===== config.mk =====
export PLATFORM = sky130hd
export DESIGN_NAME = acc_flag_writeback_flat
export DESIGN_NICKNAME = d
export VERILOG_FILES = /design/src/rtl/acc_flag_writeback_if.sv /design/src/rtl/acc_flag_writeback.sv /design/src/flat_wrapper.sv
export SDC_FILE = /design/constraint.sdc
export NUM_CORES = 1
export LEC_CHECK = 0
export CAP_MARGIN = 20
export CORE_MARGIN = 5
export CORE_UTILIZATION = 27
export CTS_BUF_LIST = sky130_fd_sc_hd__clkbuf_4
export DETAILED_ROUTE_END_ITERATION = 10
export GPL_TIMING_DRIVEN = 0
export PLACE_DENSITY = 0.64
export SYNTH_ARGS = -nofsm -noshare
export SYNTH_HDL_FRONTEND = slang
export SYNTH_SLANG_ARGS = --single-unit
export TNS_END_PERCENT = 10

===== constraint.sdc =====
create_clock -name clk -period 2.1 [get_ports clk]
set_input_delay 0.42 -clock clk [delete_from_list [all_inputs] [get_ports clk]]
set_output_delay 0.42 -clock clk [all_outputs]
set_load 0.05 [all_outputs]

===== src/rtl/acc_flag_writeback_if.sv =====
// Handshake bundle between the ALU and the writeback stage, and between the
// writeback stage and the register-file write port.
// slave  : the writeback stage.
// master : the ALU / register-file side that drives and observes the stage.
interface acc_flag_writeback_if #(
  parameter int W     = 8,
  parameter int RF_AW = 4
);
  // ALU result side
  logic             in_valid;
  logic             in_ready;
  logic             optype;
  logic [3:0]       op;
  logic [W-1:0]     result;
  logic             c_in;
  logic             z_in;
  logic             n_in;
  logic             a_msb;
  logic             b_msb;
  logic             dst_rf;
  logic [RF_AW-1:0] rf_addr;
  // Register-file write side
  logic             rf_we;
  logic [RF_AW-1:0] rf_waddr;
  logic [W-1:0]     rf_wdata;
  logic             rf_ack;

  modport slave (
    input  in_valid, optype, op, result, c_in, z_in, n_in, a_msb, b_msb,
           dst_rf, rf_addr, rf_ack,
    output in_ready, rf_we, rf_waddr, rf_wdata
  );

  modport master (
    output in_valid, optype, op, result, c_in, z_in, n_in, a_msb, b_msb,
           dst_rf, rf_addr, rf_ack,
    input  in_ready, rf_we, rf_waddr, rf_wdata
  );
endinterface


===== src/rtl/acc_flag_writeback.sv =====
// Writeback stage behind the 8-bit accumulator ALU: updates the accumulator
// and Z/C/N/V flags per opcode, forwards register-file writes through an ack
// handshake, and evaluates branch conditions from the registered flags.
// Optional feature macro: ACC_BYPASS_EN (same-cycle accumulator forwarding).
module acc_flag_writeback #(
  parameter int W        = 8,
  parameter int RF_AW    = 4,
  parameter int STALL_CW = 8
) (
  input  logic                clk,
  input  logic                reset,
  acc_flag_writeback_if.slave bus,
  output logic [W-1:0]        acc,
  output logic [W-1:0]        acc_fwd,
  output logic                z,
  output logic                c,
  output logic                n,
  output logic                v,
  input  logic [2:0]          cond,
  output logic                cond_true,
  output logic [STALL_CW-1:0] stall_cnt
);

  typedef enum logic {
    IDLE    = 1'b0,
    RF_WAIT = 1'b1
  } state_t;

  state_t state;

  logic accept;
  logic is_add;
  logic is_sub;
  logic is_logic;
  logic is_cmp;
  logic writes;
  logic res_zero;
  logic res_msb;

  // Opcode decode and accept qualification
  always_comb begin
    is_add   = 1'b0;
    is_sub   = 1'b0;
    is_logic = 1'b0;
    is_cmp   = 1'b0;
    if (!bus.optype) begin
      case (bus.op)
        4'b0010: is_add   = 1'b1;
        4'b0011: is_sub   = 1'b1;
        4'b0100, 4'b0101, 4'b0110,
        4'b0111, 4'b1000, 4'b1001: is_logic = 1'b1;
        4'b1010: is_cmp   = 1'b1;
        default: ;
      endcase
    end
    writes       = bus.optype | is_add | is_sub | is_logic;
    bus.in_ready = (state == IDLE);
    accept       = bus.in_valid && (state == IDLE);
    res_zero     = (bus.result == '0);
    res_msb      = bus.result[W-1];
  end

  // Accumulator, flags, RF write port and wait-state sequencing
  always_ff @(posedge clk) begin
    if (reset) begin
      state        <= IDLE;
      acc          <= '0;
      z            <= 1'b0;
      c            <= 1'b0;
      n            <= 1'b0;
      v            <= 1'b0;
      bus.rf_we    <= 1'b0;
      bus.rf_waddr <= '0;
      bus.rf_wdata <= '0;
      stall_cnt    <= '0;
    end else begin
      case (state)
        IDLE: begin
          if (accept) begin
            if (is_add || is_sub || is_logic) begin
              z <= res_zero;
              n <= res_msb;
            end
            if (is_add) begin
              c <= bus.c_in;
              v <= (bus.a_msb == bus.b_msb) && (res_msb != bus.a_msb);
            end
            if (is_sub) begin
              c <= bus.c_in;
              v <= (bus.a_msb != bus.b_msb) && (res_msb != bus.a_msb);
            end
            if (is_cmp) begin
              z <= bus.z_in;
              n <= bus.n_in;
            end
            if (writes) begin
              if (!bus.dst_rf) begin
                acc <= bus.result;
              end else begin
                bus.rf_we    <= 1'b1;
                bus.rf_waddr <= bus.rf_addr;
                bus.rf_wdata <= bus.result;
                state        <= RF_WAIT;
              end
            end
          end
        end
        RF_WAIT: begin
          if (bus.rf_ack) begin
            bus.rf_we <= 1'b0;
            state     <= IDLE;
          end else if (stall_cnt != '1) begin
            stall_cnt <= stall_cnt + 1'b1;
          end
        end
        default: state <= IDLE;
      endcase
    end
  end

  // Accumulator operand path toward the ALU
  always_comb begin
    acc_fwd = acc;
`ifdef ACC_BYPASS_EN
    if (accept && writes && !bus.dst_rf) acc_fwd = bus.result;
`endif
  end

  // Branch condition select from registered flags
  always_comb begin
    cond_true = 1'b0;
    case (cond)
      3'b000: cond_true = 1'b1;
      3'b001: cond_true = z;
      3'b010: cond_true = !z;
      3'b011: cond_true = c;
      3'b100: cond_true = !c;
      3'b101: cond_true = n;
      3'b110: cond_true = !n;
      3'b111: cond_true = v;
      default: cond_true = 1'b0;
    endcase
  end

endmodule


===== src/flat_wrapper.sv =====
// flat-port wrapper written by rule: the top's interface ports become plain ports
module acc_flag_writeback_flat 
#(
  parameter int W        = 8,
  parameter int RF_AW    = 4,
  parameter int STALL_CW = 8
)
  (clk, reset, acc, acc_fwd, z, c, n, v, cond, cond_true, stall_cnt, bus_in_valid, bus_optype, bus_op, bus_result, bus_c_in, bus_z_in, bus_n_in, bus_a_msb, bus_b_msb, bus_dst_rf, bus_rf_addr, bus_rf_ack, bus_in_ready, bus_rf_we, bus_rf_waddr, bus_rf_wdata);
  acc_flag_writeback_if #(.W(W), .RF_AW(RF_AW)) bus_i ();
  input  logic clk;
  input  logic reset;
  output logic [W-1:0] acc;
  output logic [W-1:0] acc_fwd;
  output logic z;
  output logic c;
  output logic n;
  output logic v;
  input  logic [2:0] cond;
  output logic cond_true;
  output logic [STALL_CW-1:0] stall_cnt;
  input wire logic [$bits(bus_i.in_valid)-1:0] bus_in_valid;
  input wire logic [$bits(bus_i.optype)-1:0] bus_optype;
  input wire logic [$bits(bus_i.op)-1:0] bus_op;
  input wire logic [$bits(bus_i.result)-1:0] bus_result;
  input wire logic [$bits(bus_i.c_in)-1:0] bus_c_in;
  input wire logic [$bits(bus_i.z_in)-1:0] bus_z_in;
  input wire logic [$bits(bus_i.n_in)-1:0] bus_n_in;
  input wire logic [$bits(bus_i.a_msb)-1:0] bus_a_msb;
  input wire logic [$bits(bus_i.b_msb)-1:0] bus_b_msb;
  input wire logic [$bits(bus_i.dst_rf)-1:0] bus_dst_rf;
  input wire logic [$bits(bus_i.rf_addr)-1:0] bus_rf_addr;
  input wire logic [$bits(bus_i.rf_ack)-1:0] bus_rf_ack;
  output wire logic [$bits(bus_i.in_ready)-1:0] bus_in_ready;
  output wire logic [$bits(bus_i.rf_we)-1:0] bus_rf_we;
  output wire logic [$bits(bus_i.rf_waddr)-1:0] bus_rf_waddr;
  output wire logic [$bits(bus_i.rf_wdata)-1:0] bus_rf_wdata;
  assign bus_i.in_valid = bus_in_valid;
  assign bus_i.optype = bus_optype;
  assign bus_i.op = bus_op;
  assign bus_i.result = bus_result;
  assign bus_i.c_in = bus_c_in;
  assign bus_i.z_in = bus_z_in;
  assign bus_i.n_in = bus_n_in;
  assign bus_i.a_msb = bus_a_msb;
  assign bus_i.b_msb = bus_b_msb;
  assign bus_i.dst_rf = bus_dst_rf;
  assign bus_i.rf_addr = bus_rf_addr;
  assign bus_i.rf_ack = bus_rf_ack;
  assign bus_in_ready = bus_i.in_ready;
  assign bus_rf_we = bus_i.rf_we;
  assign bus_rf_waddr = bus_i.rf_waddr;
  assign bus_rf_wdata = bus_i.rf_wdata;
  acc_flag_writeback #(.W(W), .RF_AW(RF_AW), .STALL_CW(STALL_CW)) u_core (.clk(clk), .reset(reset), .bus(bus_i), .acc(acc), .acc_fwd(acc_fwd), .z(z), .c(c), .n(n), .v(v), .cond(cond), .cond_true(cond_true), .stall_cnt(stall_cnt));
endmodule

Word-level counts from Yosys, hierarchy flattened
Cells that the tools add are included.
{"block": "totals", "elab_cells": 87, "mem_bits_ro": 0, "regBits": 34, "latch_bits": 0, "mem_bits_rw": 0, "out_inout_bits": 43, "input_bits": 30, "mem_count": 0}
{"block": "classes", "n_reduce_logical": 19, "magnitude_cmp": 0, "multipliers": 0, "n_eq_ne": 24, "n_shift": 0, "mux": 27, "bitwise": 6, "div": 0, "add_sub_neg": 1}
{"op": "1-bit two-way mux", "count": 24}
{"op": "4-bit by 3-bit == test with 1-bit output (second input constant)", "count": 4}
{"op": "3-bit == test (second input constant)", "count": 4}
{"op": "4-bit == test (second input constant)", "count": 3}
{"op": "4-bit AND reduction", "count": 3}
{"op": "3-bit AND reduction", "count": 3}
{"op": "8-bit by 1-bit adder with 8-bit output (second input constant)", "count": 1}
{"op": "4-bit by 2-bit == test with 1-bit output (second input constant)", "count": 2}
{"op": "8-bit logical NOT", "count": 1}
{"op": "8-bit inequality test (second input constant)", "count": 1}
{"op": "1-bit case mux with 8 select lines", "count": 1}
{"op": "3-bit by 2-bit == test with 1-bit output (second input constant)", "count": 2}
{"op": "6-bit OR reduction", "count": 1}
{"op": "2-bit by 1-bit inequality test with 1-bit output (second input constant)", "count": 2}
{"op": "2-bit inequality test (second input constant)", "count": 2}
{"op": "1-bit case mux with 2 select lines", "count": 2}
{"op": "2-bit nonzero test", "count": 2}
{"op": "3-bit by 1-bit == test with 1-bit output (second input constant)", "count": 1}
{"op": "1-bit logical AND", "count": 3}
{"op": "1-bit logical NOT", "count": 3}
{"op": "3-bit logical NOT", "count": 1}
{"op": "1-bit inverter", "count": 3}
{"op": "1-bit bitwise OR", "count": 3}
{"op": "1-bit logical OR", "count": 2}
{"op": "other kinds (2)", "count": 3}

Logic depth before layout (Yosys ltp)
Gate-level depths: netlist of the first run.
{"block": "logic_depth", "depth_word": 9, "ltp_mapped": 6, "ltp_nobuf": 5}

Least setup slack after synthesis of the first run
OpenSTA, ideal clock, no wires.
{"block": "synth_timing", "path_kind": "register -> output", "from": "register u_core.n", "to": "output cond_true", "n_path_buf": 0, "t_arrival_ns": 1.940, "path_stages_with_launch": 4, "t_required_ns": 1.680, "setup_slack_ns": -0.260, "path_cell_list": "dfxtp_1 -> mux2i_1 -> o221ai_1 -> a31oi_1"}
{"block": "synth_via", "elab_chain_len": 2}
{"item": "start: declaration", "line_no": "acc_flag_writeback.sv:17", "source": "output logic n,"}
{"item": "start signal: assignment", "line_no": "acc_flag_writeback.sv:82", "source": "n <= res_msb;"}
{"item": "start signal: assignment", "line_no": "acc_flag_writeback.sv:94", "source": "n <= bus.n_in;"}
{"item": "1-bit logical NOT", "line_no": "acc_flag_writeback.sv:139", "source": "3'b110: cond_true = !n;"}
{"item": "1-bit case mux with 8 select lines (*)", "line_no": "acc_flag_writeback.sv:132", "source": "case (cond)"}
{"item": "end: declaration", "line_no": "flat_wrapper.sv:19", "source": "output logic cond_true;"}
Mark *: on every way between the ends. The rest lies on a longest branch, timed or not.

Worst setup path in the final report of the first run
{"block": "layout_timing", "from": "register u_core.stall_cnt[4]", "to": "output stall_cnt[4]"}
{"item": "start: declaration", "line_no": "acc_flag_writeback.sv:21", "source": "output logic [STALL_CW-1:0] stall_cnt"}
{"item": "start signal: assignment", "line_no": "acc_flag_writeback.sv:113", "source": "stall_cnt <= stall_cnt + 1'b1;"}
{"item": "end: declaration", "line_no": "flat_wrapper.sv:20", "source": "output logic [STALL_CW-1:0] stall_cnt;"}
No word-level cell between the ends.

==> results list, run 1 <==
- Outcome: completed
- Total of buffers placed on input and output ports: 72
- Synthesis inferred 34 register bits.
- Worst slew margin relative to its limit: 65.3%
* Die ar.: 7810 um^2
* Warnings from Yosys: 0
- Counting tap cells, the placed design contains a total of 326 instances.
- Critical path startpoint: u_core.stall_cnt[4]
* Startpoint of the worst-slack reg-to-reg timing path: u_core.stall_cnt[0]
- Final-report setup violation count: 0
- Number of antenna cells inserted: 0
- Share of the clock period used by the worst path after layout: 96.4%
- Global routing consumed, over all layers together, 10.9% of the routing resources.
* Global-route wire length before repair: 6.74 mm
* Buffers plus inverters on the worst setup path: 1
- The worst setup path is captured at a primary output.
- The number of antenna violations at the first check in global routing is 0.
- Leaving out fill and tap cells, the most frequent cells in the layout are 67 x sky130_fd_sc_hd__clkdlybuf4s50_1, 33 x sky130_fd_sc_hd__dfxtp_1, 25 x sky130_fd_sc_hd__nand2_1, 20 x sky130_fd_sc_hd__mux2i_1.
- Per report_power, the sequential group accounts for 48.4% of the total.
- Prevailing post-synth register cell: sky130_fd_sc_hd__dfxtp_1
- The largest individual stage delay along the critical path comes from the cell sky130_fd_sc_hd__clkdlybuf4s50_1.
* Final wirelength: 4.27 mm
- Reg-to-reg endpoint: u_core.stall_cnt[7]
* Most common cell after layout, fill and taps aside: sky130_fd_sc_hd__clkdlybuf4s50_1
* Crit path arrival time: 1.60 ns
- The initial utilization of the core area, before any placement, comes to 27.9%.
- Per report_power, the clock group accounts for 24.8% of the total.
- Dividing the detail-routed via count by the number of cells gives 4.55.
- In this run the vertical extent of the chip is 88.4 um.
* RD Place Congestion: 0.742
* Vias in the first global route: 1423
- # DRC: 0
- Num CTS Buffers: 5
- Syn-to-layout area delta: 54.0%
- Area taken by multi-input logic gates: 897 um^2
* Layout net count: 289
* Pint: 0.973 mW
- For the pin with the worst max-slew slack, the measured transition is 0.519 ns.
- The setup check on the worst reg-to-reg path leaves a slack of 0.49 ns.
- Maximum clock insertion buffer count: 2
- Delay contributed by the slowest stage of the critical path: 0.84 ns
* Number of hold violations in the final report: 0
- Once detailed placement completed, the half-perimeter wirelength came to 3.30 mm.
- Crit path cell chain: clkdlybuf4s50_1
* Average cell area after synthesis: 9.27 um^2
* Maximum number of pins on one net before global-route repair: 11
* Non-Filler Cell Area, Final: 2550 um^2
* Sequential element share of the synthesized area: 41.0%
- Clk_lat worst skew: 0.32 ns
- Required time of the critical path: 1.68 ns
* Reg area: 682 um^2
* Clock-pin slew of the registers on the worst-case setup and hold paths: 0.10 ns
- After the flow finishes, the layout carries non-filler instances totaling 334.
- Worst hold path class: flip-flop to flip-flop
- The worst hold path was traced through 2 stages.
* Number of distinct library cells after synthesis: 42
- Pwr/cell area: 556 nW/um^2
- In this run the most critical hold path is launched from u_core.bus.rf_we.
* Crit Path Max Fanout: 5
- Total vias in the final route: 1520
- For this run, asynchronously set or reset flops after synthesis account for 0%.
- Area of the placeable core: 5960 um^2
- 73 I/O pins were placed.
* EDFF count, synth: 0
- Area of placed instances: 2490 um^2
* Hold-critical path endpoint: u_core.bus.rf_we
* Worst voltage drop across the vdd grid: 0.371 mV
- The worst path in the final design needs a cycle of 2.02 ns, including I/O delays and setup.
* Number of core rows: 28
* Share of post-route cells with drive strength above 1: 14.7%
- DR WL/cell: 12.8 um
- Worst setup path class: flip-flop to primary output
* Cell chosen for the clock root: sky130_fd_sc_hd__clkbuf_4
- The count of nets left with antenna violations once routing finished came out at 0.
* Clock tree from TritonCTS: built
- Synthesized instance count: 179
* Total congestion overflow after global routing: 0
* CP top delay family: buffers and inverters
- Layout Skew: 0.00767 ns
- The detailed router finished its first iteration with 30 violations.
- Number of buffers inserted for hold repair after clock tree synthesis: 0
* Worst Reg-to-Reg Cells: 5
* CTS Sinks: 34
* Maximum capacitance violations: 0
* Number of filler instances in the final layout: 605
* Synthesized Nets: 210
* Count of H-tree levels built during CTS: 2
* Fraction of power spent switching nets: 31.5%
* DIE WIDTH: 88.4 um
* Number of optimization iterations in the first detailed-route pass: 3
* P_leak: 0.994 nW
- Synthesized area: 1660 um^2
* Worst setup slack after layout: 0.0765 ns
- Net load switching power: 0.448 mW
* Number of max-slew violations in the final report: 0
* Fmax: 494 MHz
- Comb power frac: 26.9%
- Startpoint kind of the worst setup timing path: flip-flop
- Placement-stage worst setup slack: -0.627 ns
* Setup repair after global routing missed its margin: false
==> state kept, by name, indices dropped and copies added (netlist names), 4 cells and up <==
name and flops:
u_core.acc 8, u_core.bus.rf_wdata 8, u_core.bus.rf_waddr 4, u_core.stall_cnt 8
==> through the flow <==
step | setup TNS (ns) | hold slack [ns] | utilization (%) | power, mW
5_1_grt | 0 | 0.501 | 42.9 | 1.49
4_1_cts | 0 | 0.467 | 42.7 | 1.44
3_5_place_dp | -0.633 | 0.452 | 41.8 | 1.08
6_report | 0 | 0.459 | 42.9 | 1.42
3_3_place_gp | -0.662 | 0.443 | 41.8 | 1.08
2_1_floorplan | 0 | 0.549 | - | 0.928
==> power groups by stage <==
stage / logic [mW] / registers, mW / clock network, mW
2_1_floorplan: 0.147 / 0.782 / 0
3_3_place_gp: 0.381 / 0.701 / 0
3_5_place_dp: 0.383 / 0.702 / 0
4_1_cts: 0.385 / 0.687 / 0.368
5_1_grt: 0.405 / 0.693 / 0.395
6_report: 0.382 / 0.687 / 0.352
==> cell families after synthesis <==
logic type	Yosys count	share of synthesized area [%]
xor gates and xnor gates	5	2.64
and+or+nand+nor	72	24.1
adders and majority gates	1	0.754
DFF	34	41.0
buffers and inverters	17	6.41
muxes	21	12.7
AOI/OAI and AO/OA	29	12.4
==> per-layer routing <==
| layer | share of wire [%] | vias up | global-route usage [%] |
|---|---|---|---|
| met1 | 46 | 687 | 14.6 |
| met2 | 44 | 47 | 16.5 |
| met4 | 0.80 | 0 | 2.88 |
| met3 | 8.8 | 4 | 4.28 |
| met5 | 0 | - | 0 |
| li1 | - | 782 | - |
==> Yosys cell counts, types with 2 or more instances <==
cell,count,area (um^2)
sky130_fd_sc_hd__dfxtp_1,34,681
sky130_fd_sc_hd__nand2_1,25,93.8
sky130_fd_sc_hd__mux2i_1,21,210
sky130_fd_sc_hd__nand2b_1,11,68.8
sky130_fd_sc_hd__a21oi_1,10,50.1
sky130_fd_sc_hd__buf_4,9,67.6
sky130_fd_sc_hd__nor2_1,8,30.0
sky130_fd_sc_hd__nand3_1,7,35.0
sky130_fd_sc_hd__xor2_1,5,43.8
sky130_fd_sc_hd__a21bo_2,4,40.0
sky130_fd_sc_hd__clkbuf_1,4,15.0
sky130_fd_sc_hd__nand3b_1,3,22.5
sky130_fd_sc_hd__o21ai_0,3,15.0
sky130_fd_sc_hd__a31oi_1,2,12.5
sky130_fd_sc_hd__and3_1,2,12.5
sky130_fd_sc_hd__inv_1,2,7.51
sky130_fd_sc_hd__nor4_1,2,12.5
sky130_fd_sc_hd__o211ai_1,2,15.0
sky130_fd_sc_hd__or2b_1,2,15.0
==> layout make-up <==
class | count | area share, %
multi-input cells | 128 | 35.1
repair buffers | 72 | 28.3
flip-flops and latches | 34 | 26.7
plain buffers | 15 | 3.87
well taps | 75 | 3.67
clock buffers | 6 | 1.76
clock inverters | 2 | 0.343
inverters | 2 | 0.294
==> worst max path at each step <==
| stage | cells past startpoint | slack (ns) | endpoint |
|---|---|---|---|
| 3_3_place_gp | 5 | -0.62 | cond_true |
| 6_report | 1 | 0.08 | stall_cnt[4] |
| 2_1_floorplan | 3 | 0.12 | cond_true |
| 5_1_grt | 2 | 0.01 | acc_fwd[6] |
| 4_1_cts | 5 | 0.01 | cond_true |
| 3_5_place_dp | 5 | -0.63 | cond_true |
==> repair_timing <==
item,4_1_cts,5_1_grt
setup buffers,0,0
setup endpoints to repair,1,3
gates resized for setup,7,7
Power figures use the tool's default switching activity.
==> run 2, diff against run 1 <==
- CAP_MARGIN: 20 -> 25
==> results of run 2 <==
No change in the layout: final DEF, timing and power equal those of run 1.
